==> src/rtl/pipe_stage_reg.sv <==
// pipe_stage_reg: parametrised pipeline stage register with stall, flush, optional skid buffer and stall counter
// Ports: clk/reset (async, active-high); in_valid/in_ctrl/in_data/in_ready upstream beat;
//        stall/flush from hazard control; out_valid/out_ctrl/out_data registered beat;
//        stall_cycles saturating count of cycles the held beat was stalled.
module pipe_stage_reg #(
  parameter int DATA_W = 64,
  parameter int CTRL_W = 8,
  parameter int SKID   = 0,
  parameter int CNT_W  = 16
) (
  input  logic              clk,
  input  logic              reset,
  input  logic              in_valid,
  input  logic [CTRL_W-1:0] in_ctrl,
  input  logic [DATA_W-1:0] in_data,
  output logic              in_ready,
  input  logic              stall,
  input  logic              flush,
  output logic              out_valid,
  output logic [CTRL_W-1:0] out_ctrl,
  output logic [DATA_W-1:0] out_data,
  output logic [CNT_W-1:0]  stall_cycles
);
  typedef enum logic [1:0] {S_EMPTY, S_FULL, S_SKID} state_t;
  state_t             r_state, w_state_nx;
  logic               r_out_valid, w_valid_nx;
  logic [CTRL_W-1:0]  r_out_ctrl, w_ctrl_nx, r_skid_ctrl, w_skc_nx;
  logic [DATA_W-1:0]  r_out_data, w_data_nx, r_skid_data, w_skd_nx;
  logic [CNT_W-1:0]   r_cnt;
  logic               w_ld, w_acc;
  // With a skid buffer, ready comes straight from state so upstream never sees stall combinationally.
  assign in_ready     = (SKID != 0) ? (r_state != S_SKID) : ~stall;
  assign w_acc        = in_valid & in_ready;
  assign w_ld         = ~stall | ~r_out_valid;
  assign out_valid    = r_out_valid;
  assign out_ctrl     = r_out_ctrl;
  assign out_data     = r_out_data;
  assign stall_cycles = r_cnt;
  // EMPTY/FULL behave like the plain register; a beat accepted while the output is
  // stalled can only happen with the skid buffer and is parked there.
  always_comb begin
    w_state_nx = r_state;
    w_valid_nx = r_out_valid;
    w_ctrl_nx  = r_out_ctrl;
    w_data_nx  = r_out_data;
    w_skc_nx   = r_skid_ctrl;
    w_skd_nx   = r_skid_data;
    if (flush) begin
      w_state_nx = S_EMPTY;
      w_valid_nx = 1'b0;
      w_ctrl_nx  = '0;
      w_skc_nx   = '0;
    end else if (SKID == 0 || r_state != S_SKID) begin
      if (w_ld) begin
        w_state_nx = in_valid ? S_FULL : S_EMPTY;
        w_valid_nx = in_valid;
        w_ctrl_nx  = in_valid ? in_ctrl : '0;
        w_data_nx  = in_data;
      end else if (w_acc) begin
        w_state_nx = S_SKID;
        w_skc_nx   = in_ctrl;
        w_skd_nx   = in_data;
      end
    end else if (!stall) begin
      w_state_nx = S_FULL;
      w_valid_nx = 1'b1;
      w_ctrl_nx  = r_skid_ctrl;
      w_data_nx  = r_skid_data;
      w_skc_nx   = '0;
    end
  end
  always_ff @(posedge clk or posedge reset) begin
    if (reset) begin
      r_state     <= S_EMPTY;
      r_out_valid <= 1'b0;
      r_out_ctrl  <= '0;
      r_out_data  <= '0;
      r_skid_ctrl <= '0;
      r_skid_data <= '0;
    end else begin
      r_state     <= w_state_nx;
      r_out_valid <= w_valid_nx;
      r_out_ctrl  <= w_ctrl_nx;
      r_out_data  <= w_data_nx;
      r_skid_ctrl <= w_skc_nx;
      r_skid_data <= w_skd_nx;
    end
  end
  always_ff @(posedge clk or posedge reset) begin
    if (reset) r_cnt <= '0;
    else if (stall && r_out_valid && !(&r_cnt)) r_cnt <= r_cnt + CNT_W'(1);
  end
endmodule

==> config.mk <==
export PLATFORM = sky130hd
export DESIGN_NAME = pipe_stage_reg
export DESIGN_NICKNAME = d
export VERILOG_FILES = /design/src/rtl/pipe_stage_reg.sv
export SDC_FILE = /design/constraint.sdc
export NUM_CORES = 1
export LEC_CHECK = 0
export ABC_CLOCK_PERIOD_IN_PS = 4200
export CAP_MARGIN = 5
export CORE_ASPECT_RATIO = 1.5
export CORE_MARGIN = 2
export CORE_UTILIZATION = 25
export DETAILED_ROUTE_END_ITERATION = 16
export SETUP_SLACK_MARGIN = 0.4
export SYNTH_ARGS = -nofsm -noshare
export SYNTH_HDL_FRONTEND = slang
export SYNTH_SLANG_ARGS = --single-unit
==> constraint.sdc <==
create_clock -name clk -period 4.2 [get_ports clk]
set_clock_uncertainty 0.05 [all_clocks]
set_input_delay 1.05 -clock clk [delete_from_list [all_inputs] [get_ports clk]]
set_output_delay 1.05 -clock clk [all_outputs]
set_load 0.01 [all_outputs]
==> results_dict.tcl <==
set metrics [dict create \
    run_status "finished, final reports clean" \
    maxClockFrequency_mhz 314 \
    slew_headroom_pct 44.1 \
    rows 52 \
    powerDensity_mw_per_mm2 418 \
    gr-usage-met2_pct 22.6 \
    ys_ff_latch 89 \
    grt_max_degree 66 \
    yosys_warnings 0 \
    post-cts-setup-buffer-count 0 \
    grt_first_pass_wirelength_um 14100 \
    p_leak_nw 2.37 \
    clock-root-buffer "clkbuf_16" \
    die_x_um 101 \
    start_kind "primary input" \
    final_util_pct 41.7 \
    hold_class "reg2reg" \
    avgSynthCellArea_sq_um 15.0 \
    cts_tree "yes" \
    cp-end-kind "primary output" \
    nets 482 \
    syn_nets 311 \
    ioPinCount 167 \
    slew_viol_final 0 \
    fin_crit_sh_pct 75.8 \
    use_met1_pct 12.8 \
    tightest_slew_ns 0.838 \
    grt_busiest_layer "met2" \
    drt_iter0_drc 64 \
    post_drt_wl_per_cell_um 15.8 \
    mostFrequentLayoutCell "clkdlybuf4s50_1" \
    synth.distinct_cells 31 \
    fp.dieH_um 149 \
    timing.rr.end "stall_cycles[1]" \
    post-dp-hpwl_um 6650 \
    crit_type "in2out" \
    grt_overflow 0 \
    yosysSeqAreaShare_pct 63.7 \
    vias 2560 \
    path_max_fanout 3 \
    hold_ws_ns 0.452 \
    min_to "out_data[45]" \
    finalCriticalPeriod_ns 3.18 \
    antenna_found_initial 0 \
    hold_depth 1 \
    hold_viol 0 \
    syn_to_final_growth_pct 62.1 \
    regToRegSetupSlack_ns 2.15 \
    die_area_sq_mm 0.0150 \
    grt_usage_pct 12.2 \
    holdCritStartpoint "out_data[45]" \
    cap_violations 0 \
    portBuffers 166 \
    critPathArrivalTime_ns 2.08 \
    clk_pin_slew_ns 0.06 \
    htreeDepth 3 \
    first_pass_iters 4 \
    wl_um 9000 \
    syn_inst 233 \
    syn_area_sq_mm 0.00350 \
    final_cell_mix "clkdlybuf4s50_1, dfrtp_1, mux2_2" \
    cts-resized-gates 0 \
    design.core.area_sq_mm 0.0136 \
    grt_pass1_vias 2734 \
    cts_buffers 9 \
    r2r_cells 5 \
    antenna_cells 0 \
    gp_congestion 0.807 \
    clock-sinks 89 \
    setup_viol_count_final 0 \
    grt_setup_unrepaired "false" \
    drc 0 \
    antenna_left 0 \
    crit_required_ns 3.10 \
    initial_core_util_pct 25.7 \
    grtUsageMet3_pct 3.66 \
    worstReg2RegStart "stall_cycles[0]" \
    fin_tns_setup_ns 0 \
    drive_gt1_share_pct 22.7 \
    routed_via_density 4.48 \
    clk_latency_ns 0.33 \
    ir_drop_mv 0.258 \
    holdBufCountCts 0 \
    cts.path.max_buffers 2 \
]
[worst max-delay path by stage]
| stage | cells past startpoint | to | slack (ns) | start |
|---|---|---|---|---|
| 6_report | 3 | in_ready | 1.02 | stall |
| 4_1_cts | 3 | in_ready | 1.02 | stall |
| 2_1_floorplan | 1 | out_ctrl[0] | 0.79 | reset |
| 5_1_grt | 3 | in_ready | 0.95 | stall |
| 3_3_place_gp | 3 | in_ready | 1.02 | stall |
| 3_5_place_dp | 3 | in_ready | 1.02 | stall |
[flip-flops by register name (all words and copies together), names as in the netlist]
signal / cells
stall_cycles: 16
out_data: 64
out_ctrl: 8
out_valid: 1
[cell families after synthesis]
| family | share of synthesized area (%) |
|---|---|
| muxes | 22.3 |
| xor gates and xnor gates | 2.25 |
| and+or+nand+nor | 6.55 |
| DFF | 63.7 |
| AOI/OAI and AO/OA | 3.36 |
| buffers and inverters | 1.43 |
| adders and majority gates | 0.358 |
[per-layer routing]
layer | vias to the layer above | part of all wire (%)
met5 | - | 0
met2 | 101 | 55
met1 | 1273 | 38
met3 | 10 | 5.1
li1 | 1176 | -
met4 | 0 | 1.5
[power by group]
group	internal (mW)	switching (mW)	leakage, nW
Combinational	0.343	0.193	1.15
Sequential	0.964	0.0742	1.08
Clock	0.463	0.333	0.139
[stage by stage]
step | std cells | setup slack (ns) | cell area [sq um] | power (mW)
after floorplan | 233 | 0.793 | 3500 | 1.26
after global placement | 555 | 1.02 | 5370 | 1.59
after detailed placement | 555 | 1.02 | 5370 | 1.60
after CTS | 571 | 1.02 | 5670 | 2.42
after global routing | 571 | 0.954 | 5670 | 2.49
final | 571 | 1.02 | 5670 | 2.37
[critical path, stage by stage]
cell	delay, ns
clkdlybuf4s50_1	0.45
inv_1	0.07
clkdlybuf4s50_1	0.52
[cell usage after synthesis]
| cell | n | area share, % |
|---|---|---|
| a22o_1 | 8 | 2.0 |
| nor4_4 | 1 | 0.61 |
| nand2_1 | 8 | 0.86 |
| xnor2_1 | 3 | 0.75 |
| a41oi_1 | 1 | 0.25 |
| mux2_2 | 68 | 22 |
| a31oi_1 | 2 | 0.36 |
| nand4_1 | 5 | 0.89 |
| buf_2 | 7 | 1.0 |
| xor2_1 | 6 | 1.5 |
| ha_1 | 1 | 0.36 |
| or2_2 | 1 | 0.18 |
| nor2_2 | 1 | 0.18 |
| nor4_2 | 1 | 0.36 |
| and2_1 | 2 | 0.36 |
| and3_1 | 3 | 0.54 |
| nand4_2 | 1 | 0.36 |
| nor2_1 | 6 | 0.64 |
| nand2b_1 | 1 | 0.18 |
| nor3b_1 | 1 | 0.21 |
| a21oi_1 | 1 | 0.14 |
| clkbuf_1 | 1 | 0.11 |
| nand3_1 | 4 | 0.57 |
| dfrtp_1 | 89 | 64 |
| o21ai_0 | 1 | 0.14 |
| o311ai_0 | 1 | 0.25 |
| inv_1 | 3 | 0.32 |
| or3_1 | 1 | 0.18 |
| o211ai_1 | 1 | 0.21 |
| nor3_1 | 3 | 0.43 |
| mux2_4 | 1 | 0.43 |
[area by class of cell]
type	count	area [sq um]
sequential	89	2230
inverter	3	12.5
fill	1307	7930
clock inverter	6	67.6
clock buffer	10	229
timing repair buffer	168	1700
tap	162	203
multi-input combinational	133	1230
No activity file was read; power rests on OpenSTA's default activity.
